## src/rtl/ofsram_arb_pkg.sv

```systemverilog
// Shared types and constants for the off-chip SRAM port arbiter.
package ofsram_arb_pkg;

    typedef enum logic [1:0] {IDLE, OWN0, OWN1, HANDOFF} state_e;

    localparam logic PORT_FLASH  = 1'b0;
    localparam logic PORT_HOST   = 1'b1;
    localparam int   BURST_CNT_W = 8;

endpackage

```

## src/rtl/ofsram_arbiter_if.sv

```systemverilog
// Requester-side bundle of the off-chip SRAM arbiter; one instance per port.
interface ofsram_arbiter_if #(
    parameter int ADDR_W = 17,
    parameter int DATA_W = 16
);
    logic              req;
    logic              rd;
    logic              wr;
    logic [ADDR_W-1:0] addr;
    logic [DATA_W-1:0] wdata;
    logic              gnt;
    logic              rvalid;
    logic [DATA_W-1:0] rdata;

    modport master (output req, rd, wr, addr, wdata, input gnt, rvalid, rdata);
    modport slave  (input req, rd, wr, addr, wdata, output gnt, rvalid, rdata);
endinterface

```

## src/rtl/ofsram_arb_burstcnt.sv

```systemverilog
// Per-ownership access counter: clears on entry, counts honoured accesses,
// saturates at LIMIT and flags limit_hit.
module ofsram_arb_burstcnt
    import ofsram_arb_pkg::*;
#(
    parameter int LIMIT = 64
) (
    input  logic clk2,
    input  logic NReset,
    input  logic clr,
    input  logic inc,
    output logic limit_hit
);
    logic [BURST_CNT_W-1:0] cnt;

    assign limit_hit = (cnt == BURST_CNT_W'(LIMIT));

    always_ff @(posedge clk2) begin
        if (!NReset) begin
            cnt <= '0;
        end else if (clr) begin
            cnt <= '0;
        end else if (inc && !limit_hit) begin
            cnt <= cnt + 1'b1;
        end
    end

endmodule

```

## src/rtl/ofsram_arbiter.sv

```systemverilog
// Round-robin, burst-limited arbiter sharing the off-chip SRAM pins between
// the flash path (port0) and host path (port1). Optional: OFSRAM_ARB_PRIO0_EN.
module ofsram_arbiter
    import ofsram_arb_pkg::*;
#(
    parameter int ADDR_W    = 17,
    parameter int DATA_W    = 16,
    parameter int MAX_BURST = 64
) (
    input  logic              clk2,
    input  logic              NReset,
    ofsram_arbiter_if.slave   port0,
    ofsram_arbiter_if.slave   port1,
    output logic [ADDR_W-1:0] OFAdd,
    output logic              OFRead,
    output logic              OFWrite,
    output logic [DATA_W-1:0] OFDataout,
    input  logic [DATA_W-1:0] OFDatain,
    output logic              busy,
    output logic              owner
);
    localparam int NUM_PORTS = 2;
    localparam int STAGES    = 1;

    logic [NUM_PORTS-1:0]             req, rd, wr, gnt, rvalid;
    logic [NUM_PORTS-1:0][ADDR_W-1:0] addr;
    logic [NUM_PORTS-1:0][DATA_W-1:0] wdata, rdata;

    state_e      state, state_nxt;
    logic        cur, leave, issue, rd_issue, limit_hit;
    logic        tie_pick, preempt_ok;
    logic [STAGES:0] vld_pipe, port_pipe;

    assign req   = {port1.req,   port0.req};
    assign rd    = {port1.rd,    port0.rd};
    assign wr    = {port1.wr,    port0.wr};
    assign addr  = {port1.addr,  port0.addr};
    assign wdata = {port1.wdata, port0.wdata};

    assign port0.gnt    = gnt[0];
    assign port1.gnt    = gnt[1];
    assign port0.rvalid = rvalid[0];
    assign port1.rvalid = rvalid[1];
    assign port0.rdata  = rdata[0];
    assign port1.rdata  = rdata[1];

`ifdef OFSRAM_ARB_PRIO0_EN
    assign tie_pick   = PORT_FLASH;
    assign preempt_ok = (state == OWN1);
`else
    assign tie_pick   = ~owner;
    assign preempt_ok = 1'b1;
`endif

    always_comb begin
        state_nxt = state;
        leave     = 1'b0;
        cur       = (state == OWN1) ? PORT_HOST : PORT_FLASH;
        case (state)
            IDLE: begin
                if (req[0] && req[1])
                    state_nxt = (tie_pick == PORT_HOST) ? OWN1 : OWN0;
                else if (req[0])
                    state_nxt = OWN0;
                else if (req[1])
                    state_nxt = OWN1;
            end
            OWN0, OWN1: begin
                leave = !req[cur] || (limit_hit && req[~cur] && preempt_ok);
                if (leave)
                    state_nxt = HANDOFF;
            end
            HANDOFF: state_nxt = IDLE;
            default: state_nxt = IDLE;
        endcase
    end

    // Strobes in the cycle the grant is being withdrawn are dropped.
    assign issue    = (state == OWN0 || state == OWN1) && (rd[cur] || wr[cur]) && !leave;
    assign rd_issue = issue && !wr[cur];
    assign busy     = (state != IDLE);

    ofsram_arb_burstcnt #(.LIMIT(MAX_BURST)) u_burstcnt (
        .clk2      (clk2),
        .NReset    (NReset),
        .clr       (state == IDLE),
        .inc       (issue),
        .limit_hit (limit_hit)
    );

    always_ff @(posedge clk2) begin
        if (!NReset) begin
            state     <= IDLE;
            owner     <= PORT_HOST;
            gnt       <= '0;
            OFAdd     <= '0;
            OFRead    <= 1'b0;
            OFWrite   <= 1'b0;
            OFDataout <= '0;
            vld_pipe  <= '0;
            port_pipe <= '0;
        end else begin
            state   <= state_nxt;
            gnt     <= {state_nxt == OWN1, state_nxt == OWN0};
            if (state == IDLE && state_nxt != IDLE)
                owner <= (state_nxt == OWN1) ? PORT_HOST : PORT_FLASH;
            OFRead  <= rd_issue;
            OFWrite <= issue && wr[cur];
            if (issue)
                OFAdd <= addr[cur];
            if (issue && wr[cur])
                OFDataout <= wdata[cur];
            // Read tag travels with the request so a drain during HANDOFF still routes.
            vld_pipe  <= {vld_pipe[STAGES-1:0], rd_issue};
            port_pipe <= {port_pipe[STAGES-1:0], cur};
        end
    end

    for (genvar p = 0; p < NUM_PORTS; p++) begin : g_ret
        assign rvalid[p] = vld_pipe[STAGES] && (port_pipe[STAGES] == 1'(p));
        assign rdata[p]  = rvalid[p] ? OFDatain : '0;
    end

endmodule

```

## src/flat_wrapper.sv

```systemverilog
// flat-port wrapper written by rule: the top's interface ports become plain ports
module ofsram_arbiter_flat import ofsram_arb_pkg::*;
#(
    parameter int ADDR_W    = 17,
    parameter int DATA_W    = 16,
    parameter int MAX_BURST = 64
)
  (clk2, NReset, OFAdd, OFRead, OFWrite, OFDataout, OFDatain, busy, owner, port0_req, port0_rd, port0_wr, port0_addr, port0_wdata, port0_gnt, port0_rvalid, port0_rdata, port1_req, port1_rd, port1_wr, port1_addr, port1_wdata, port1_gnt, port1_rvalid, port1_rdata);
  ofsram_arbiter_if #(.ADDR_W(ADDR_W), .DATA_W(DATA_W)) port0_i ();
  ofsram_arbiter_if #(.ADDR_W(ADDR_W), .DATA_W(DATA_W)) port1_i ();
  input  logic clk2;
  input  logic NReset;
  output logic [ADDR_W-1:0] OFAdd;
  output logic OFRead;
  output logic OFWrite;
  output logic [DATA_W-1:0] OFDataout;
  input  logic [DATA_W-1:0] OFDatain;
  output logic busy;
  output logic owner;
  input wire logic [$bits(port0_i.req)-1:0] port0_req;
  input wire logic [$bits(port0_i.rd)-1:0] port0_rd;
  input wire logic [$bits(port0_i.wr)-1:0] port0_wr;
  input wire logic [$bits(port0_i.addr)-1:0] port0_addr;
  input wire logic [$bits(port0_i.wdata)-1:0] port0_wdata;
  output wire logic [$bits(port0_i.gnt)-1:0] port0_gnt;
  output wire logic [$bits(port0_i.rvalid)-1:0] port0_rvalid;
  output wire logic [$bits(port0_i.rdata)-1:0] port0_rdata;
  input wire logic [$bits(port1_i.req)-1:0] port1_req;
  input wire logic [$bits(port1_i.rd)-1:0] port1_rd;
  input wire logic [$bits(port1_i.wr)-1:0] port1_wr;
  input wire logic [$bits(port1_i.addr)-1:0] port1_addr;
  input wire logic [$bits(port1_i.wdata)-1:0] port1_wdata;
  output wire logic [$bits(port1_i.gnt)-1:0] port1_gnt;
  output wire logic [$bits(port1_i.rvalid)-1:0] port1_rvalid;
  output wire logic [$bits(port1_i.rdata)-1:0] port1_rdata;
  assign port0_i.req = port0_req;
  assign port0_i.rd = port0_rd;
  assign port0_i.wr = port0_wr;
  assign port0_i.addr = port0_addr;
  assign port0_i.wdata = port0_wdata;
  assign port0_gnt = port0_i.gnt;
  assign port0_rvalid = port0_i.rvalid;
  assign port0_rdata = port0_i.rdata;
  assign port1_i.req = port1_req;
  assign port1_i.rd = port1_rd;
  assign port1_i.wr = port1_wr;
  assign port1_i.addr = port1_addr;
  assign port1_i.wdata = port1_wdata;
  assign port1_gnt = port1_i.gnt;
  assign port1_rvalid = port1_i.rvalid;
  assign port1_rdata = port1_i.rdata;
  ofsram_arbiter #(.ADDR_W(ADDR_W), .DATA_W(DATA_W), .MAX_BURST(MAX_BURST)) u_core (.clk2(clk2), .NReset(NReset), .port0(port0_i), .port1(port1_i), .OFAdd(OFAdd), .OFRead(OFRead), .OFWrite(OFWrite), .OFDataout(OFDataout), .OFDatain(OFDatain), .busy(busy), .owner(owner));
endmodule
```

## config.mk

```make
export PLATFORM = sky130hd
export DESIGN_NAME = ofsram_arbiter_flat
export DESIGN_NICKNAME = d
export VERILOG_FILES = /design/src/rtl/ofsram_arb_pkg.sv /design/src/rtl/ofsram_arbiter_if.sv /design/src/rtl/ofsram_arb_burstcnt.sv /design/src/rtl/ofsram_arbiter.sv /design/src/flat_wrapper.sv
export SDC_FILE = /design/constraint.sdc
export NUM_CORES = 1
export LEC_CHECK = 0
export BUFFER_PORTS_ARGS = -buffer_cell sky130_fd_sc_hd__buf_2
export CAP_MARGIN = 20
export CORE_ASPECT_RATIO = 0.6
export CORE_UTILIZATION = 40
export CTS_CLUSTER_SIZE = 10
export DETAILED_ROUTE_END_ITERATION = 6
export MAX_ROUTING_LAYER = met4
export PLACE_DENSITY = 0.75
export SLEW_MARGIN = 20
export SYNTH_ARGS = -nofsm -noshare
export SYNTH_HDL_FRONTEND = slang
export SYNTH_SLANG_ARGS = --single-unit
```

## constraint.sdc

```tcl
create_clock -name clk2 -period 2.48 [get_ports clk2]
set_input_delay 0.496 -clock clk2 [delete_from_list [all_inputs] [get_ports clk2]]
set_output_delay 0.496 -clock clk2 [all_outputs]
set_load 0.02 [all_outputs]
```

Word level (Yosys, flattened, before mapping)
Index checks and enable logic that the tools add are counted.

cells by class
  order comparisons = 2
  add/sub/neg operators = 1
  equality and inequality tests = 6
  bitwise gates (word level) = 3
  muxes and demuxes = 23
  reduce and logical (&&, ||, !) cells = 22

operators with widths
  operator                                                              number
  16-bit two-way mux                                                    4
  17-bit two-way mux                                                    2
  1-bit two-way mux                                                     11
  1-bit logical AND                                                     10
  2-bit two-way mux                                                     5
  8-bit by 1-bit adder with 8-bit output, second input constant         1
  8-bit by 7-bit == test with 1-bit output, second input constant       1
  2-bit == test, second input constant                                  3
  2-bit case mux with 3 select lines                                    1
  2-bit by 1-bit == test with 1-bit output, second input constant       2
  1-bit zero test                                                       4
  1-bit by 2-bit < comparator with 1-bit output, second input constant  2
  2-bit nonzero test                                                    2
  2-bit OR reduction                                                    2
  1-bit logical OR                                                      3
  1-bit inverter                                                        3
  2-bit zero test                                                       1

word-level totals
  bits of input ports = 90
  bits in registers = 52
  word-level logic and storage cells = 67

Logic depth before layout (Yosys ltp)
Gate-level depths: netlist (run 1).

  depth after elaboration = 11
  gate-level depth with buffers = 10
  mapped depth without buffers = 6

By module
Synthesis (run 1) repeated with hierarchy kept, for this count alone.

second synthesis, totals
  cell total of the unflattened synthesis = 309
  area total of the unflattened synthesis = 2752.6 µm²

by module, submodules not included
  module               instances  cells each  area each (µm²)  sequential area each (µm²)
  ofsram_arbiter       1          262         2349.8           860.8
  ofsram_arb_burstcnt  1          47          402.9            160.2

Least setup slack after synthesis (run 1)
Ideal clock, no wire load.

  path type = register -> register
  from = register u_core.state[0]
  to = register u_core.OFAdd[10]
  period minus slack after synthesis = 2.069 ns
  path slack = 0.411 ns
  cell stages (with the launch flop) = 11
  arrival time = 1.989 ns
  buffers on the path = 4
  cells stage by stage = dfxtp_1 > inv_1 > ha_1 > buf_6 > or3_1 > and4_4 > buf_6 > and2_1 > buf_6 > buf_6 > a211oi_2

on the way
  cells in the longest elaborated chain, start to end = 9

RTL lines
  element                                               line                   text
  start, declared                                       ofsram_arbiter.sv:29   state_e state, state_nxt;
  start signal, assigned                                ofsram_arbiter.sv:103  state <= state_nxt;
  2-bit == test *                                       ofsram_arbiter.sv:58   cur = (state == OWN1) ? PORT_HOST : PORT_FLASH;
  1-bit two-way mux *                                   ofsram_arbiter.sv:58
  net u_core.cur                                        ofsram_arbiter.sv:30   logic cur, leave, issue, rd_issue, limit_hit;
  1-bit two-way mux (not written as such) (2 in a row)  ofsram_arbiter.sv:69   leave = !req[cur] || (limit_hit && req[~cur] && preempt_ok);
  1-bit zero test or 1-bit logical AND (tied branches)  ofsram_arbiter.sv:69
  1-bit logical OR                                      ofsram_arbiter.sv:69
  1-bit two-way mux                                     ofsram_arbiter.sv:59   case (state)
  1-bit zero test                                       ofsram_arbiter.sv:79   assign issue = (state == OWN0 || state == OWN1) && (rd[cur] || wr[cur]) && !leave;
  1-bit logical AND                                     ofsram_arbiter.sv:79
  end signal, assigned                                  ofsram_arbiter.sv:110  OFAdd <= addr[cur];
  end, declared                                         ofsram_arbiter.sv:14   output logic [ADDR_W-1:0] OFAdd,

Mark *: on every way through the listed nets, which the timed path passes. The rest lies on a longest branch. The select of a mux whose other input is x is not followed.
A chain may end at the register's enable or synchronous reset.

Final worst setup path (run 1)
  from = register u_core.u_burstcnt.cnt[0]
  to = register u_core.OFWrite

on the way
  cells in the longest elaborated chain, start to end = 7

RTL lines
  element                                   line                       text
  start, declared                           ofsram_arb_burstcnt.sv:14  logic [BURST_CNT_W-1:0] cnt;
  start signal, assigned                    ofsram_arb_burstcnt.sv:24  cnt <= cnt + 1'b1;
  8-bit by 7-bit == test with 1-bit output  ofsram_arb_burstcnt.sv:16  assign limit_hit = (cnt == BURST_CNT_W'(LIMIT));
  1-bit logical AND                         ofsram_arbiter.sv:69
  1-bit logical OR                          ofsram_arbiter.sv:69
  1-bit two-way mux                         ofsram_arbiter.sv:59
  1-bit zero test                           ofsram_arbiter.sv:79
  1-bit logical AND                         ofsram_arbiter.sv:79
  1-bit logical AND                         ofsram_arbiter.sv:108      OFWrite <= issue && wr[cur];
  end signal, assigned                      ofsram_arbiter.sv:108
  end, declared                             ofsram_arbiter.sv:16       output logic OFWrite,

No other way between the ends.

==> results of run 1 <==
[per-stage QoR]
stage               util [%]  total power, mW  cells  hold WS [ps]  area, um^2
global placement        56.2             1.50    521           414        3540
global route            57.6             2.09    528           464        3630
detailed placement      56.2             1.51    521           421        3540
floorplan                  -             1.32    289           412        2680
CTS                     57.6             1.99    528           444        3630
finish                  57.6             1.97    528           442        3630
[layout by cell type, fill, tap and decap left out, types with 4 or more instances in the layout]
master    netlist  routed
a211oi_1       24      24
a211oi_2       10      10
a21oi_1        40      40
and2_1         24      24
and3_1         20      20
buf_2           2     162
buf_4           0       9
clkbuf_8        0       6
dfxtp_1        51      51
inv_1           6       6
mux2i_1        33      33
nand2_1         9       9
nor2b_1         4       4
o21ai_0         4       4
or3_1           4       4
[synth_stat cells (2+ instances only)]
library cell / n / area (um^2)
a211oi_1: 24 / 180
a211oi_2: 10 / 125
a21oi_1: 40 / 200
a32oi_1: 2 / 17.5
a41o_1: 2 / 20.0
and2_1: 24 / 150
and3_1: 20 / 125
buf_2: 2 / 10.0
buf_6: 5 / 56.3
clkbuf_1: 15 / 56.3
dfxtp_1: 51 / 1020
ha_1: 4 / 50.1
inv_1: 6 / 22.5
mux2i_1: 33 / 330
nand2_1: 9 / 33.8
nand2b_1: 2 / 12.5
nand3_1: 3 / 15.0
nand4_1: 3 / 18.8
nor2_1: 2 / 7.51
nor2b_1: 4 / 25.0
nor3_1: 2 / 10.0
o21ai_0: 4 / 20.0
o31ai_1: 3 / 22.5
or3_1: 4 / 25.0
or4_1: 2 / 15.0
[metal layers]
metal / up-vias / wire length, um / GRT usage [%]
li1: 1375 / - / -
met1: 1273 / 3210 / 25.1
met2: 135 / 3380 / 36.8
met3: 7 / 614 / 5.26
met4: 0 / 64 / 5.99
met5: - / 0 / -
[worst max-delay path, stage by stage, from the launching register on]
cell	delay (ps)
dfxtp_1	330
inv_1	100
ha_1	150
nor4bb_1	380
nand4_1	320
and2_1	520
and3_1	330
[final cells by class]
type | instances | area share [%]
clock buffers | 6 | 2.28
clock inverters | 1 | 0.138
repair buffers | 171 | 24.2
multi-input cells | 208 | 41.6
inverters | 7 | 0.724
well taps | 84 | 2.90
flip-flops and latches | 51 | 28.1
[power by group]
group	internal, mW	total (mW)	switching (mW)	leakage [nW]
clock network	0.220	0.481	0.261	0.0470
registers	0.885	0.923	0.0375	0.414
logic	0.240	0.568	0.328	1.28
[cells by family (layout without fill, tap and decap cells)]
| family | Yosys count | in the layout |
|---|---|---|
| mux | 35 | 35 |
| simple gates | 79 | 79 |
| flops | 51 | 51 |
| compound gates | 90 | 90 |
| buf+inv | 30 | 185 |
| fa+ha+maj | 4 | 4 |
[state kept, by name (all words and copies together) (netlist names)]
| register | flops |
|---|---|
| u_core.u_burstcnt.cnt | 8 |
| u_core.OFDataout | 16 |
| u_core.OFWrite | 1 |
| u_core.vld_pipe | 2 |
| u_core.gnt | 2 |
| u_core.port_pipe | 2 |
| u_core.state | 2 |
| u_core.OFAdd | 17 |
| u_core.owner | 1 |
[worst max-delay path by stage]
stage	end	cells past startpoint
after CTS	u_core.OFAdd[0]	6
after floorplan	u_core.OFAdd[10]	10
after global routing	u_core.OFWrite	6
after detailed placement	u_core.OFWrite	6
after global placement	u_core.vld_pipe[0]	6
final	u_core.OFWrite	6
==> results.py, run 1 <==
metrics = {
    "worst_setup_path": {
        "endpoint_kind": "register",
        "timing.rr.end": "u_core.OFWrite",
        "path_max_fanout": 19,
        "crit_start": "u_core.u_burstcnt.cnt[0]",
        "r2r_cells": 6,
        "cp_data_arrival_time_ps": 2430,
        "required_ps": 2680,
        "r2r_slack_ps": 250,
        "start_kind": "register",
        "r2r_start": "u_core.u_burstcnt.cnt[0]",
        "crit_type": "reg2reg",
    },
    "detailed_routing": {
        "wl_um": 7280,
        "firstDrtPassIters": 4,
        "ant_nets": 0,
        "vias": 2790,
        "drc_errors": 0,
        "wire_per_inst_um": 13.8,
        "drt_iter0_markers": 136,
        "vias_per_cell": 5.28,
    },
    "synthesis": {
        "ys_warn_count": 0,
        "synth-seq-cells": 51,
        "synth-compound-area-share_pct": 23.4,
        "synth_fa_ha_area_share_pct": 1.87,
        "synth_cells": 289,
        "syn-cell-area_um2": 2680,
        "ys_seq_area_share_pct": 38.1,
        "synth_flop_cell": "dfxtp_1",
        "synth_mux_area_share_pct": 13.3,
        "async_flop_share_pct": 0,
        "synthesis.nets": 383,
        "synthSimpleGateAreaFrac_pct": 17.7,
        "synthDistinctLibCells": 38,
        "synth_edf_count": 0,
        "synth_xor_area_share_pct": 0,
        "synth_top_family_by_area": "compound AO/OA/AOI/OAI gates",
        "syn_avg_cell_area_um2": 9.28,
    },
    "sta": {
        "setup_viol": 0,
        "setup-tns-final_ps": 0,
        "slew_viol_final": 0,
        "timing.final.crit_share_pct": 89.9,
        "finalHoldViolCount": 0,
        "max_slew.worst_pin.slew_ps": 856,
        "rsz0062_at_grt": "false",
        "clock_skew_ps": 8.35,
        "max_freq_ghz": 0.448,
        "relSlewSlack_pct": 43.0,
        "worst_slack_ps": 250,
        "period_needed_ps": 2230,
    },
    "clock_network": {
        "postCtsSetupBuffers": 0,
        "cts_sinks": 51,
        "clock_latency_ps": 300,
        "cts_tree": "done",
        "clockBufferDepth": 2,
        "cts-htree-levels": 2,
        "cts-root-buf": "clkbuf_8",
        "post_cts_resize_count": 0,
        "numCtsBuffers": 5,
        "hold_buffers": 0,
        "clk_pin_slew_ps": 90,
    },
    "worst_hold_path": {
        "min_to": "u_core.port_pipe[1]",
        "holdPathStages": 1,
        "hp-start": "u_core.port_pipe[0]",
        "min_path_type": "reg2reg",
    },
    "floorplanning": {
        "start_util_pct": 42.6,
        "core_area_um2": 6300,
        "die_width_um": 108,
        "num_io_pins": 163,
        "die_h_um": 65.4,
        "dieArea_um2": 7050,
        "rows": 22,
    },
    "job": {
        "maxCapViolCount": 0,
    },
    "finish": {
        "fill_cells": 560,
        "seqCellArea_um2": 1020,
        "multi_input_area_um2": 1510,
        "nets": 538,
        "syn2layout_area_growth_pct": 35.3,
        "layout-drive-gt1-share_pct": 43.2,
        "diodes": 0,
    },
    "global_routing": {
        "antenna_found_initial": 0,
        "grt_pass1_wl_um": 11600,
        "grtUsageTotal_pct": 21.4,
        "grt_pass1_vias": 2588,
        "grt_max_degree": 24,
        "overflow": 0,
    },
    "status": {
        "status": "finished clean",
    },
    "placed_design": {
        "place_hpwl_um": 5700,
        "gp_congestion": 0.881,
        "pre_cts_slack_ps": 290,
        "port_buffers": 162,
    },
    "pwr": {
        "p_leak_nw": 1.74,
        "peakVddDrop_uv": 266,
        "power_density_nw_per_um2": 543,
    },
}
Power figures use the tool's default switching activity.
==> run 2: changes to the inputs <==
Settings changed: ABC_AREA from default to 1, CORE_ASPECT_RATIO 0.6 to default, PLACE_DENSITY 0.75 to 0.74.
==> run 2 against run 1 <==
  * Combinational power grew 13%
  * Sequential power grew 0.8%
  * Clock skew is essentially flat
  * Clock-buffer cell count is the same
  * Area after synthesis grew 5.6%
  * Critical endpoint is now u_core.OFDataout[9]
  * Highest routed layer unchanged
==> results.py, run 2 <==
metrics = {
    "status": {
        "status": "finished clean",
    },
    "clock_network": {
        "cts-root-buf": "clkbuf_8",
        "hold_buffers": 0,
        "postCtsSetupBuffers": 0,
        "cts_tree": "done",
        "cts-htree-levels": 2,
        "numCtsBuffers": 5,
        "clock_latency_ps": 300,
        "clockBufferDepth": 2,
        "cts_sinks": 51,
        "post_cts_resize_count": 0,
        "clk_pin_slew_ps": 90,
    },
    "synthesis": {
        "synth-compound-area-share_pct": 5.92,
        "synthSimpleGateAreaFrac_pct": 43.7,
        "synthesis.nets": 569,
        "ys_warn_count": 0,
        "synth_cells": 475,
        "synth_flop_cell": "dfxtp_1",
        "synthTopCellsByArea": "dfxtp_1 (36%), nand2_1 (23%), nor2_1 (15%), inv_1 (7.6%), ha_1 (1.8%)",
        "synth-seq-cells": 51,
        "synth_commonest_cells": "nand2_1 (174), nor2_1 (116), inv_1 (57)",
        "async_flop_share_pct": 0,
        "netlist.area_leader.share_pct": 36.1,
        "synth_mux_area_share_pct": 0,
        "syn-cell-area_um2": 2830,
        "synth_xor_area_share_pct": 0.928,
        "syn_avg_cell_area_um2": 5.96,
        "netlist.top_cell.by_area": "dfxtp_1",
        "yosysMostFrequentCell": "nand2_1",
        "ys_seq_area_share_pct": 36.1,
        "synth_fa_ha_area_share_pct": 1.77,
        "synth_top_family_by_area": "simple AND/OR/NAND/NOR gates",
        "synth_edf_count": 0,
        "synthDistinctLibCells": 29,
    },
    "finish": {
        "final_cells": 727,
        "layout_commonest_cell": "nand2_1",
        "largest_register_ffs": 17,
        "fill_cells": 694,
        "syn2layout_area_growth_pct": 33.8,
        "regMostFlops": "u_core.OFAdd",
        "diodes": 0,
        "final_cell_mix": "nand2_1 (174), buf_2 (162), nor2_1 (116)",
        "nets": 724,
        "multi_input_area_um2": 1480,
        "layout-drive-gt1-share_pct": 29.3,
        "reg_top3": "u_core.OFAdd (17), u_core.OFDataout (16), u_core.u_burstcnt.cnt (8)",
        "final_cell_area_um2": 3790,
        "seqCellArea_um2": 1020,
        "fin_util_pct": 55.4,
    },
    "global_routing": {
        "grtUsageTotal_pct": 19.2,
        "overflow": 0,
        "grt_max_degree": 40,
        "grt_pass1_wl_um": 11200,
        "grt_pass1_vias": 2738,
        "antenna_found_initial": 0,
    },
    "detailed_routing": {
        "drc_errors": 0,
        "wire_per_inst_um": 9.63,
        "vias_per_cell": 4.38,
        "ant_nets": 0,
        "vias": 3187,
        "wl_um": 7000,
        "firstDrtPassIters": 5,
        "drt_iter0_markers": 116,
    },
    "placed_design": {
        "place_area_um2": 3690,
        "placed_cells": 719,
        "gp_congestion": 0.868,
        "pre_cts_slack_ps": 432,
        "port_buffers": 162,
        "place_hpwl_um": 5480,
    },
    "worst_setup_path": {
        "crit_type": "reg2reg",
        "r2r_cells": 11,
        "critical_path.cell_chain": "inv_1 -> ha_1 -> buf_4 -> nand2_1 -> nand2_2 -> nor2_2 -> nor2_8 -> nand3_4 -> nand2_1 -> nand2_1 -> nor2_1",
        "endpoint_kind": "register",
        "start_kind": "register",
        "max_stage_delay_ps": 320,
        "required_ps": 2720,
        "path_max_fanout": 33,
        "cpMaxStageDelayCell": "dfxtp_1",
        "crit_top_cell": "nand2_1",
        "cp_data_arrival_time_ps": 2300,
    },
    "sta": {
        "setup_viol": 0,
        "timing.final.crit_share_pct": 82.9,
        "period_needed_ps": 2060,
        "clock_skew_ps": 8.22,
        "slew_viol_final": 0,
        "hold_ws_ps": 430,
        "max_slew.worst_pin.slew_ps": 506,
        "finalHoldViolCount": 0,
        "setup-tns-final_ps": 0,
        "max_freq_ghz": 0.486,
        "worst_slack_ps": 423,
        "rsz0062_at_grt": "false",
        "relSlewSlack_pct": 66.2,
    },
    "pwr": {
        "clkPwrFrac_pct": 24.2,
        "p_total_mw": 2.07,
        "peakVddDrop_uv": 300,
        "swShare_pct": 35.0,
        "intPower_mw": 1.35,
        "power_density_nw_per_um2": 548,
        "p_comb_share_pct": 30.9,
        "p_sw_mw": 0.725,
        "p_leak_nw": 2.32,
        "power_frac_seq_pct": 44.9,
    },
    "floorplanning": {
        "start_util_pct": 41.4,
        "die_width_um": 86.1,
        "dieArea_um2": 7420,
        "die_h_um": 86.1,
        "core_area_um2": 6830,
        "rows": 30,
        "num_io_pins": 163,
    },
    "worst_hold_path": {
        "min_path_type": "reg2reg",
        "holdPathStages": 2,
    },
    "job": {
        "maxCapViolCount": 0,
    },
}
run 2: changes by cell type after synthesis, sizes merged, moves of 5 or more:
cell | previous run | this run
nor2 | 2 | 118
a211oi | 34 | 0
nand3 | 3 | 8
and3 | 20 | 0
inv | 6 | 59
mux2i | 33 | 0
a21oi | 40 | 9
and2 | 24 | 0
nand2 | 9 | 176
o21ai | 4 | 20
run 2: cell type report:
class | instances | area share, %
multi-input combinational | 347 | 39.1
clock buffer | 6 | 2.18
clock inverter | 2 | 0.429
sequential | 51 | 27.0
timing repair buffer | 166 | 22.2
inverter | 59 | 5.91
tap | 96 | 3.17
run 2: layer usage:
metal,global-route usage (%),share of wire (%)
met2,35.1,49
met4,6.36,1.4
met5,-,0
met1,21.0,43
met3,3.27,6.4
run 2: logic make-up after synthesis:
| logic type | count (synthesis) |
|---|---|
| fa+ha+maj | 4 |
| simple gates | 310 |
| buf+inv | 77 |
| flops | 51 |
| compound gates | 30 |
| xor+xnor | 3 |
run 2: path summary, 6_finish.rpt:
kind,start,end,slack [ps]
min,u_core.port_pipe[0],u_core.port_pipe[1],430
min reg2reg,u_core.port_pipe[0],u_core.port_pipe[1],430
max reg2reg,u_core.state[0],u_core.OFDataout[9],420
max,u_core.state[0],u_core.OFDataout[9],420
run 2: worst max-delay path: cells and delay by family, from the launching register on:
kind	cells	cell delay, ps
adder cells (fa/ha/maj)	1	220
buffers and inverters	2	370
flip-flops	1	320
AND/OR/NAND/NOR	8	1090
run 2: power groups by stage:
| stage | Combinational (mW) | Sequential [mW] | Clock (mW) |
|---|---|---|---|
| after floorplan | 0.361 | 1.03 | 0 |
| after global placement | 0.631 | 0.948 | 0 |
| after detailed placement | 0.646 | 0.949 | 0 |
| after CTS | 0.648 | 0.932 | 0.524 |
| after global routing | 0.720 | 0.940 | 0.557 |
| final | 0.640 | 0.930 | 0.503 |
